### src/rtl/move_controller.sv
// move_controller
// ---------------------------------------------------------------------------
// Turns debounced button pulses into cursor movement and mark placement on a
// 3x3 tic-tac-toe board. It owns the board image, pulses confirm once per
// accepted move, waits for the checker's verdict, then alternates turns or
// ends the game.
//
// Ports
//   clk          system clock, rising edge
//   reset        synchronous, active-high reset
//   btn_up       pulse: cursor row -1 (wraps)
//   btn_down     pulse: cursor row +1 (wraps)
//   btn_left     pulse: cursor col -1 (wraps)
//   btn_right    pulse: cursor col +1 (wraps)
//   btn_select   pulse: place mark at cursor, or start a new game when over
//   game_over    win/draw flag from the checker, sampled at the end of CHECK
//   mem          board image, cell k at mem[2k+1:2k] (00 empty, 01 X, 10 O)
//   confirm      one-cycle pulse while the freshly updated board is presented
//   cursor       cell index 0..8, row-major, 0 = top-left
//   turn         player to move, 0 = X, 1 = O
//   move_count   accepted moves this game, 0..9
//   error        one-cycle pulse after selecting an occupied cell
//   playing      high while buttons are being accepted
// ---------------------------------------------------------------------------
module move_controller #(
   parameter int CHECK_WAIT = 2
) (
   input  logic        clk,
   input  logic        reset,
   input  logic        btn_up,
   input  logic        btn_down,
   input  logic        btn_left,
   input  logic        btn_right,
   input  logic        btn_select,
   input  logic        game_over,
   output logic [31:0] mem,
   output logic        confirm,
   output logic [3:0]  cursor,
   output logic        turn,
   output logic [3:0]  move_count,
   output logic        error,
   output logic        playing
);

   typedef enum logic [1:0] {
      PLAY   = 2'd0,
      COMMIT = 2'd1,
      CHECK  = 2'd2,
      OVER   = 2'd3
   } state_t;

   localparam logic [3:0] WAIT_LIMIT = 4'(CHECK_WAIT);

   state_t      state_q, state_d;
   logic [31:0] mem_q, mem_d;
   logic [3:0]  cursor_q, cursor_d;
   logic        turn_q, turn_d;
   logic [3:0]  move_count_q, move_count_d;
   logic [3:0]  wait_q, wait_d;
   logic        confirm_q, confirm_d;
   logic        error_q, error_d;
   logic        playing_q, playing_d;

   logic [4:0]  cell_lsb;
   logic [1:0]  cell_val;
   logic [1:0]  cur_col;

   // Bit offset of the cell under the cursor and its current contents.
   assign cell_lsb = {cursor_q, 1'b0};
   assign cell_val = mem_q[cell_lsb +: 2];

   // Column of the cursor, needed for horizontal wrap.
   always_comb begin
      cur_col = 2'd0;
      case (cursor_q)
         4'd1, 4'd4, 4'd7: cur_col = 2'd1;
         4'd2, 4'd5, 4'd8: cur_col = 2'd2;
         default:          cur_col = 2'd0;
      endcase
   end

   // Next-state logic. Outputs are registered, so confirm/error/playing are
   // computed here for the state being entered.
   always_comb begin
      state_d      = state_q;
      mem_d        = mem_q;
      cursor_d     = cursor_q;
      turn_d       = turn_q;
      move_count_d = move_count_q;
      wait_d       = wait_q;
      confirm_d    = 1'b0;
      error_d      = 1'b0;

      case (state_q)
         PLAY: begin
            if (btn_select) begin
               if (cell_val != 2'b00) begin
                  error_d = 1'b1;
               end else begin
                  mem_d[cell_lsb +: 2] = turn_q ? 2'b10 : 2'b01;
                  confirm_d            = 1'b1;
                  state_d              = COMMIT;
               end
            end else if (btn_up) begin
               cursor_d = (cursor_q >= 4'd3) ? cursor_q - 4'd3 : cursor_q + 4'd6;
            end else if (btn_down) begin
               cursor_d = (cursor_q <= 4'd5) ? cursor_q + 4'd3 : cursor_q - 4'd6;
            end else if (btn_left) begin
               cursor_d = (cur_col == 2'd0) ? cursor_q + 4'd2 : cursor_q - 4'd1;
            end else if (btn_right) begin
               cursor_d = (cur_col == 2'd2) ? cursor_q - 4'd2 : cursor_q + 4'd1;
            end
         end

         COMMIT: begin
            move_count_d = (move_count_q >= 4'd9) ? 4'd9 : move_count_q + 4'd1;
            wait_d       = 4'd0;
            state_d      = CHECK;
         end

         // The counter runs 0..CHECK_WAIT so the checker gets CHECK_WAIT full
         // cycles of settling before its verdict is used.
         CHECK: begin
            if (wait_q == WAIT_LIMIT) begin
               if (game_over || move_count_q == 4'd9) begin
                  state_d = OVER;
               end else begin
                  turn_d  = ~turn_q;
                  state_d = PLAY;
               end
            end else begin
               wait_d = wait_q + 4'd1;
            end
         end

         OVER: begin
            if (btn_select) begin
               mem_d        = 32'd0;
               move_count_d = 4'd0;
               turn_d       = 1'b0;
               cursor_d     = 4'd4;
               state_d      = PLAY;
            end
         end

         default: state_d = PLAY;
      endcase

      playing_d = (state_d == PLAY);
   end

   // State and output registers with synchronous reset.
   always_ff @(posedge clk) begin
      if (reset) begin
         state_q      <= PLAY;
         mem_q        <= 32'd0;
         cursor_q     <= 4'd4;
         turn_q       <= 1'b0;
         move_count_q <= 4'd0;
         wait_q       <= 4'd0;
         confirm_q    <= 1'b0;
         error_q      <= 1'b0;
         playing_q    <= 1'b1;
      end else begin
         state_q      <= state_d;
         mem_q        <= mem_d;
         cursor_q     <= cursor_d;
         turn_q       <= turn_d;
         move_count_q <= move_count_d;
         wait_q       <= wait_d;
         confirm_q    <= confirm_d;
         error_q      <= error_d;
         playing_q    <= playing_d;
      end
   end

   assign mem        = mem_q;
   assign confirm    = confirm_q;
   assign cursor     = cursor_q;
   assign turn       = turn_q;
   assign move_count = move_count_q;
   assign error      = error_q;
   assign playing    = playing_q;

endmodule

### config.mk
export PLATFORM = sky130hd
export DESIGN_NAME = move_controller
export DESIGN_NICKNAME = d
export VERILOG_FILES = /design/src/rtl/move_controller.sv
export SDC_FILE = /design/constraint.sdc
export NUM_CORES = 1
export LEC_CHECK = 0
export BUFFER_PORTS_ARGS = -buffer_cell sky130_fd_sc_hd__buf_2
export CAP_MARGIN = 5
export CORE_MARGIN = 5
export CORE_UTILIZATION = 55
export DETAILED_ROUTE_END_ITERATION = 16
export GPL_TIMING_DRIVEN = 0
export MAX_ROUTING_LAYER = met4
export PLACE_DENSITY = 0.78
export SLEW_MARGIN = 20
export SYNTH_ARGS = -nofsm -noshare
export SYNTH_HDL_FRONTEND = slang
export SYNTH_SLANG_ARGS = --single-unit
### constraint.sdc
create_clock -name clk -period 3.9 [get_ports clk]
set_input_delay 0.195 -clock clk [delete_from_list [all_inputs] [get_ports clk]]
set_output_delay 0.195 -clock clk [all_outputs]
set_load 0.01 [all_outputs]
==> impl_metrics.json, run 1 <==
{
  "cts_buffers": 5,
  "instances_no_fill": 500,
  "crit_family": "simple AND/OR/NAND/NOR gates",
  "drcViolationCount": 0,
  "drive_gt1_share_pct": 17.99,
  "synth_top_area_cell": "dfxtp_1",
  "die_w_um": 84.70,
  "min_path_type": "primary input to flip-flop",
  "cts_resized": 0,
  "grt_start_max_net_pins": 16,
  "yosys-top-cells-count": "dfxtp_1 (50), nor2_1 (35), nand2_1 (32)",
  "syn_area_per_cell_um2": 8.318,
  "drtAntennaViolNets": 0,
  "num_rows": 27,
  "hold_viol": 0,
  "hold_buffers": 0,
  "fin_hold_ws_ns": 0.2842,
  "dp_cells": 492,
  "timing.rr.end": "mem[9]$_SDFFE_PP0P_",
  "fmaxAchievable_ghz": 0.3217,
  "core_um2": 5473,
  "cp.arrival_ns": 3.31,
  "area.growth.synth_to_final_pct": 14.68,
  "die_h_um": 84.70,
  "cts_root_buffer": "clkbuf_8",
  "fin_setup_tns_ns": 0,
  "maxSlewHeadroom_pct": 52.59,
  "start_util_pct": 56.08,
  "status": "complete, no violations",
  "synth-edff-count": 0,
  "worst_slew_pin_slew_ns": 0.7088,
  "wl_um": 8819,
  "rr_startpoint": "cursor[1]$_SDFFE_PP0P_",
  "synthCells": 369,
  "fin_nets": 450,
  "critPathSlowestCell": "xnor2_1",
  "drtIter0Drc": 330,
  "die-area_um2": 7174,
  "grt.total_usage_pct": 25.11,
  "ys_warn_count": 0,
  "power_mw": 1.895,
  "rsz0062_at_grt": "false",
  "skew_ns": 0.01413,
  "grt_first_pass_wirelength_um": 14380,
  "firstDrtPassIters": 5,
  "port_buffers": 51,
  "worst-endpoint-required_ns": 4.10,
  "syn-num-nets": 392,
  "synth_area_leaders": "dfxtp_1 (33%), ha_1 (6.1%), nor2_1 (4.3%)",
  "r2r_cells": 9,
  "layout_min_cycle_time_ns": 3.109,
  "slowest_delay_ns": 0.54,
  "cp_cell_sequence": "inv_1 -> ha_1 -> clkbuf_1 -> xnor2_1 -> nand2_1 -> nor3_1 -> nand2b_1 -> o21ai_1 -> a32o_1",
  "peakVddDrop_mv": 0.2483,
  "cp_num_buf_inv": 2,
  "path_max_fanout": 12,
  "dp_hpwl_um": 6561,
  "ios": 52,
  "async_reset_ff_share_pct": 0,
  "syn_area_um2": 3069,
  "worst_hold_path.endpoint": "cursor[1]$_SDFFE_PP0P_",
  "cp-end-kind": "flip-flop",
  "path_class": "flip-flop to flip-flop",
  "overflow": 0,
  "ys_seq_area_share_pct": 32.61,
  "routabilityCongestion": 0.9791,
  "rrSetupSlack_ns": 0.79,
  "grt_antenna_before_repair": 0,
  "synth_top_cell_area_share_pct": 32.61,
  "wire_per_inst_um": 17.64,
  "place_ws_ns": 0.9035,
  "power_density_nw_per_um2": 538.5,
  "whs_path_depth": 3,
  "start_kind": "flip-flop",
  "fin_ws_ns": 0.7912,
  "synthFlopType": "dfxtp_1",
  "clock_path_buffers": 2,
  "cts_max_level": 2,
  "clk_latency_ns": 0.31,
  "cts_sinks": 50,
  "synth.most_common_cell": "dfxtp_1",
  "slew_violations": 0,
  "cts_tree": "done",
  "cts.clk_slew.worst_paths_ns": 0.09,
  "synthDistinctLibCells": 57,
  "num_vias": 3243,
  "grt_pass1_vias": 2890,
  "power.leakage_nw": 1.419,
  "final-setup-viol-count": 0,
  "vias_per_cell": 6.486,
  "fin_crit_sh_pct": 79.71,
  "ys_ff_latch": 50,
  "diodes": 0,
  "cap_violations": 0,
  "post_cts_buffers": 0,
  "hp-start": "btn_up"
}
sequential cells by signal (all words and copies together), names as in the netlist:
register    cells
mem            32
confirm         1
playing         1
error           1
state_q         2
move_count      4
wait_q          4
cursor          4
turn            1
report_power, final:
group,switching (mW),internal [mW]
clock network,0.174,0.163
registers,0.0473,0.551
logic,0.637,0.323
total,0.858,1.04
cell type report:
type | count | area (um2)
plain buffers | 20 | 82.58
fillers | 498 | 1953
clock buffers | 7 | 96.34
multi-input cells | 284 | 1929
well taps | 72 | 90.09
inverters | 15 | 56.30
repair buffers | 51 | 255.2
flip-flops and latches | 50 | 1001
clock inverters | 1 | 8.758
worst max path at each step:
stage | from | end | slack [ns] | cells past startpoint
finish | cursor[1]$_SDFFE_PP0P_ | mem[9]$_SDFFE_PP0P_ | 0.79 | 9
global placement | cursor[1]$_SDFFE_PP0P_ | mem[9]$_SDFFE_PP0P_ | 0.95 | 9
global route | cursor[1]$_SDFFE_PP0P_ | mem[9]$_SDFFE_PP0P_ | 0.61 | 9
floorplan | cursor[1]$_SDFFE_PP0P_ | cursor[3]$_SDFFE_PP0P_ | 1.56 | 9
CTS | cursor[1]$_SDFFE_PP0P_ | mem[9]$_SDFFE_PP0P_ | 0.89 | 9
detailed placement | cursor[1]$_SDFFE_PP0P_ | mem[9]$_SDFFE_PP0P_ | 0.90 | 9
tightest hold or removal path, stage by stage:
cell and delay, ns:
buf_2 0.12, o31ai_1 0.10, o32ai_1 0.12
cell usage in the layout (no fill, tap or decap), drive strengths merged, types with 3 or more instances in the layout:
cell type / count
nor2: 35
a2bb2o: 4
a32oi: 3
mux2i: 8
xnor2: 4
dfxtp: 50
a32o: 10
inv: 15
nor2b: 9
xor2: 4
nor4: 5
and2: 6
nand2: 32
o211ai: 3
nand3: 10
buf: 59
nor3: 17
a31oi: 16
ha: 15
a22oi: 4
o21ai: 14
nor4b: 4
o31ai: 5
nand2b: 9
a21oi: 15
o2bb2ai: 12
clkbuf: 19
nand4: 6
layer usage:
metal,global-route usage (%),part of all wire (%),up-vias
met5,-,0,-
met3,4.122,9.2,12
met1,34.33,43,1550
met2,38.86,47,188
met4,5.899,1.1,0
li1,-,-,1493
per-stage QoR:
| stage | utilization, % | cell area [um2] |
|---|---|---|
| floorplan | - | 3069 |
| global placement | 62.39 | 3415 |
| detailed placement | 62.39 | 3415 |
| CTS | 64.31 | 3520 |
| global route | 64.31 | 3520 |
| finish | 64.31 | 3520 |
logic make-up (layout without fill, tap and decap cells):
| kind of cell | Yosys count | in the layout | synth area share [%] |
|---|---|---|---|
| AOI/OAI and AO/OA | 104 | 104 | 25.48 |
| xor gates and xnor gates | 8 | 8 | 2.283 |
| adders and majority gates | 15 | 15 | 6.115 |
| buffers and inverters | 35 | 94 | 4.525 |
| DFF | 50 | 50 | 32.61 |
| muxes | 11 | 11 | 4.444 |
| and+or+nand+nor | 146 | 146 | 24.54 |
Note: power is estimated with default switching activity, not from simulation.
==> run 2: changes to the inputs <==
Settings changed: CORE_UTILIZATION 55 to 51, PLACE_DENSITY 0.78 to 0.76.
Clock period 3.9 ns to 2.65 ns, I/O delays scaled along.
==> impl_metrics.json, run 2 (synthesized netlist as in run 1, its figures left out) <==
{
  "drive_gt1_share_pct": 20.33,
  "port_buffers": 51,
  "core_um2": 5886,
  "clk_latency_ns": 0.31,
  "fin_crit_sh_pct": 96.19,
  "cp.arrival_ns": 2.78,
  "fin_setup_tns_ns": 0,
  "die_w_um": 87.58,
  "whs_path_depth": 4,
  "path_class": "flip-flop to flip-flop",
  "fmaxAchievable_ghz": 0.3923,
  "overflow": 0,
  "diodes": 0,
  "worst-endpoint-required_ns": 2.88,
  "firstDrtPassIters": 8,
  "largest_reg_flops": 32,
  "num_vias": 3175,
  "cts_sinks": 50,
  "die_h_um": 87.58,
  "rr_startpoint": "cursor[1]$_SDFFE_PP0P_",
  "path_max_fanout": 11,
  "start_util_pct": 52.15,
  "power_density_nw_per_um2": 813.3,
  "grt_first_pass_wirelength_um": 14090,
  "power.leakage_nw": 1.442,
  "grt_pass1_vias": 2914,
  "place_ws_ns": -0.2926,
  "routabilityCongestion": 0.9387,
  "slew_violations": 0,
  "final_common_cell": "buf_2",
  "dp_hpwl_um": 6517,
  "min_path_type": "primary input to flip-flop",
  "layout_min_cycle_time_ns": 2.549,
  "rrSetupSlack_ns": 0.10,
  "wire_per_inst_um": 17.46,
  "hold_viol": 0,
  "fillers": 547,
  "ios": 52,
  "r2r_cells": 8,
  "layout_common_cells": "buf_2 (56), dfxtp_1 (48), nor2_1 (34)",
  "hp-start": "btn_up",
  "cts_buffers": 5,
  "maxSlewHeadroom_pct": 56.88,
  "num_rows": 28,
  "grt.total_usage_pct": 23.86,
  "worst_slew_pin_slew_ns": 0.6367,
  "final-setup-viol-count": 0,
  "fin_ws_ns": 0.1010,
  "fin_util_pct": 60.74,
  "grt_start_max_net_pins": 17,
  "cts_tree": "done",
  "grt_antenna_before_repair": 0,
  "fin_hold_ws_ns": 0.1884,
  "drtAntennaViolNets": 0,
  "worst_hold_path.endpoint": "cursor[2]$_SDFFE_PP1P_",
  "timing.rr.end": "mem[19]$_SDFFE_PP0P_",
  "drcViolationCount": 0,
  "cts_root_buffer": "clkbuf_8",
  "die-area_um2": 7669,
  "fin_nets": 450,
  "wl_um": 8781,
  "clock_path_buffers": 2,
  "rsz0062_at_grt": "false",
  "vias_per_cell": 6.312,
  "cts.clk_slew.worst_paths_ns": 0.10,
  "drtIter0Drc": 348,
  "peakVddDrop_mv": 0.5040,
  "cap_violations": 0,
  "skew_ns": 0.01056,
  "cts_max_level": 2,
  "status": "complete, no violations",
  "cp-end-kind": "flip-flop",
  "area.growth.synth_to_final_pct": 16.47,
  "start_kind": "flip-flop"
}
==> run 2: cell types whose count changed in the layout (fill, tap and decap cells not counted), sizes merged <==
| cell | previous run | this run |
|---|---|---|
| clkinv | 1 | 0 |
| buf | 59 | 57 |
| clkinvlp | 0 | 1 |
| bufinv | 0 | 1 |
| clkbuf | 19 | 20 |
==> run 2: worst max-delay path, cell delays in order (launching register included) <==
cell and delay [ns]:
dfxtp_2 0.46, clkinvlp_4 0.14, buf_4 0.20, mux4_2 0.46, a32oi_2 0.28, a31oi_4 0.20
buf_2 0.27, a31oi_1 0.28, o2bb2ai_1 0.16
==> run 2: repair_timing <==
item,CTS,global route
resized for setup,4,6
setup endpoints to repair,32,20
hold buffers,0,0
hold endpoints to repair,0,0
setup buffers,1,0
==> run 2: layer usage <==
layer / GRT usage, % / routed length [um] / up-vias
li1: - / - / 1495
met1: 31.77 / 3722 / 1494
met2: 37.53 / 4118 / 166
met3: 3.951 / 793 / 20
met4: 6.416 / 146 / 0
met5: - / 0 / -
==> run 2: worst max path at each step <==
stage,from,end,slack (ns),cells past startpoint
after floorplan,cursor[1]$_SDFFE_PP0P_,cursor[3]$_SDFFE_PP0P_,0.31,9
after global placement,cursor[1]$_SDFFE_PP0P_,mem[9]$_SDFFE_PP0P_,-0.25,9
after detailed placement,cursor[1]$_SDFFE_PP0P_,mem[9]$_SDFFE_PP0P_,-0.29,9
after CTS,cursor[0]$_SDFFE_PP0P_,mem[25]$_SDFFE_PP0P_,0.08,8
after global routing,cursor[1]$_SDFFE_PP0P_,cursor[3]$_SDFFE_PP0P_,0.02,9
final,cursor[1]$_SDFFE_PP0P_,mem[19]$_SDFFE_PP0P_,0.10,8
==> run 2: stage by stage <==
stage,power (mW),cells,area (um2)
4_1_cts,2.854,504,3561
2_1_floorplan,1.892,369,3069
5_1_grt,3.082,503,3575
3_3_place_gp,2.225,495,3418
3_5_place_dp,2.244,495,3418
6_report,2.907,503,3575
==> run 2: layout make-up <==
class	instances	area, um2	area share [%]
buffer	19	83.83	2.345
clock buffer	6	82.58	2.310
clock inverter	2	38.79	1.085
inverter	15	60.06	1.680
multi-input combinational	284	1949	54.53
sequential	50	1003	28.07
tap	75	93.84	2.625
timing repair buffer	52	262.8	7.350
==> run 2: report_power, final <==
group          leakage (nW)  internal (mW)  switching, mW
clock network        0.0618          0.311          0.282
registers             0.405          0.814         0.0686
logic                 0.975          0.499          0.932
==> run 3: changes to the inputs <==
Settings changed: ABC_AREA set to 1, CORE_UTILIZATION 51 to 52, PLACE_DENSITY 0.76 to 0.89.
==> impl_metrics.json, run 3 <==
{
  "status": "complete, no violations",
  "num_vias": 3613,
  "clock_path_buffers": 2,
  "power_density_nw_per_um2": 701.7,
  "fmaxAchievable_ghz": 0.4504,
  "cp_cell_sequence": "inv_2 -> ha_1 -> nand2_1 -> inv_1 -> nand2_1 -> nand2_1 -> nor2_1 -> nand2_1 -> nand2_1 -> nand3_1 -> nand2_1 -> a21oi_1",
  "start_kind": "flip-flop",
  "maxSlewHeadroom_pct": 48.77,
  "path_class": "flip-flop to flip-flop",
  "diodes": 0,
  "overflow": 0,
  "synth_top_area_cell": "dfxtp_1",
  "cp-end-kind": "flip-flop",
  "fin_crit_sh_pct": 83.78,
  "fin_ws_ns": 0.4299,
  "crit_top_cell": "nand2_1",
  "whs_path_depth": 3,
  "cts_max_level": 2,
  "grt_first_pass_wirelength_um": 15810,
  "die_w_um": 89.17,
  "syn_area_per_cell_um2": 6.480,
  "layout_common_cells": "nand2_1 (133), buf_2 (57), a21oi_1 (54)",
  "synth_top_cell_area_share_pct": 30.71,
  "grt.total_usage_pct": 25.96,
  "synth_area_leaders": "dfxtp_1 (31%), nand2_1 (15%), a21oi_1 (8.3%)",
  "ys_warn_count": 0,
  "cts_buffers": 5,
  "port_buffers": 50,
  "drcViolationCount": 0,
  "grt_antenna_before_repair": 0,
  "place_ws_ns": 0.2601,
  "drive_gt1_share_pct": 15.71,
  "drtIter0Drc": 251,
  "firstDrtPassIters": 5,
  "power_mw": 2.608,
  "drtAntennaViolNets": 0,
  "path_max_fanout": 12,
  "skew_ns": 0.007107,
  "grt_start_max_net_pins": 15,
  "async_reset_ff_share_pct": 0,
  "largest_reg_flops": 32,
  "area.growth.synth_to_final_pct": 14.05,
  "vias_per_cell": 5.690,
  "core_um2": 5991,
  "wire_per_inst_um": 15.00,
  "cts_root_buffer": "clkbuf_8",
  "synthCells": 503,
  "die_h_um": 89.17,
  "ys_ff_latch": 50,
  "cts_tree": "done",
  "rsz0062_at_grt": "false",
  "synthFlopType": "dfxtp_1",
  "synth-edff-count": 0,
  "cts.clk_slew.worst_paths_ns": 0.08,
  "fin_setup_tns_ns": 0,
  "cp.arrival_ns": 2.39,
  "fin_nets": 583,
  "final-setup-viol-count": 0,
  "post_cts_buffers": 0,
  "critPathSlowestCell": "dfxtp_2",
  "ys_seq_area_share_pct": 30.71,
  "syn_area_um2": 3259,
  "slowest_delay_ns": 0.51,
  "min_path_type": "primary input to flip-flop",
  "hold_viol": 0,
  "dp_hpwl_um": 7136,
  "layout_min_cycle_time_ns": 2.220,
  "cts_sinks": 50,
  "peakVddDrop_mv": 0.4788,
  "cap_violations": 0,
  "synthDistinctLibCells": 31,
  "routabilityCongestion": 0.9424,
  "clk_latency_ns": 0.30,
  "slew_violations": 0,
  "power.leakage_nw": 1.816,
  "grt_pass1_vias": 3366,
  "final_common_cell": "nand2_1",
  "wl_um": 9525,
  "yosys-top-cells-count": "nand2_1 (133), a21oi_1 (54), dfxtp_1 (50), inv_1 (50), nor2_1 (46)",
  "num_rows": 28,
  "worst_slew_pin_slew_ns": 0.7656,
  "start_util_pct": 54.41,
  "syn-num-nets": 526,
  "ios": 52,
  "synth.most_common_cell": "nand2_1",
  "r2r_cells": 12,
  "die-area_um2": 7951,
  "worst-endpoint-required_ns": 2.82,
  "fillers": 556
}
[run 3: cell count changes in the layout (fill, tap and decap cells not counted), sizes merged, moves of 8 or more]
cell	delta
nand2	+103
inv	+40
a21oi	+39
nand3	+30
nand4	+28
a31oi	-16
nor2	+16
nor3	-16
o2bb2ai	-12
a32o	-10
nand2b	-9
nor2b	-9
mux2i	-8
[run 3: final timing paths]
| kind | slack, ns | end | from |
|---|---|---|---|
| max | 0.43 | mem[11]$_SDFFE_PP0P_ | cursor[1]$_SDFFE_PP0P_ |
| min | 0.16 | error$_SDFF_PP0_ | btn_select |
| max reg2reg | 0.43 | mem[11]$_SDFFE_PP0P_ | cursor[1]$_SDFFE_PP0P_ |
| min reg2reg | 0.47 | mem[4]$_SDFFE_PP0P_ | mem[4]$_SDFFE_PP0P_ |
[run 3: routing by layer]
layer  vias up  track usage, %  wire [um]
li1       1776               -          -
met3        16           3.779        735
met2       178           40.86       4395
met1      1643           34.25       4220
met5         -               -          0
met4         0           8.390        174
[run 3: metrics by stage]
step / cells / hold slack, ns / utilization [%] / cell area [um2]
after floorplan: 503 / 0.3331 / - / 3259
after global placement: 628 / 0.4600 / 60.15 / 3603
after detailed placement: 628 / 0.4612 / 60.15 / 3603
after CTS: 635 / 0.1619 / 62.03 / 3716
after global routing: 635 / 0.1995 / 62.05 / 3717
final: 635 / 0.1642 / 62.05 / 3717
[run 3: cells by family (layout without fill, tap and decap cells)]
family | Yosys count | after routing | share of synthesized area, %
DFF | 50 | 50 | 30.71
xor gates and xnor gates | 7 | 7 | 1.881
adders and majority gates | 15 | 15 | 5.758
AOI/OAI and AO/OA | 86 | 86 | 14.16
buffers and inverters | 80 | 137 | 10.98
and+or+nand+nor | 265 | 265 | 36.51
[run 3: layout make-up]
type / count / area [um2] / area share, %
multi-input combinational: 373 / 1901 / 51.13
sequential: 50 / 1002 / 26.96
timing repair buffer: 50 / 250.2 / 6.732
inverter: 59 / 221.5 / 5.958
buffer: 21 / 136.4 / 3.669
tap: 75 / 93.84 / 2.524
clock buffer: 6 / 82.58 / 2.221
clock inverter: 1 / 30.03 / 0.8078
[run 3: critical path: cells and delay by family (launching register included)]
| kind | cells | cell delay, ns |
|---|---|---|
| flip-flops | 1 | 0.51 |
| AO/OA/AOI/OAI | 1 | 0.05 |
| adder cells (fa/ha/maj) | 1 | 0.28 |
| buffers and inverters | 2 | 0.25 |
| AND/OR/NAND/NOR | 8 | 0.99 |
[run 3: what timing repair did]
action / CTS / global route
resized for setup: 0 / 1
hold buffers: 0 / 0
hold endpoints to repair: 0 / 0
setup endpoints to repair: 0 / 9
[run 3: report_power, final]
| group | internal (mW) | total [mW] | switching, mW |
|---|---|---|---|
| Combinational | 0.378 | 1.21 | 0.827 |
| Sequential | 0.799 | 0.852 | 0.0531 |
| Clock | 0.302 | 0.551 | 0.249 |
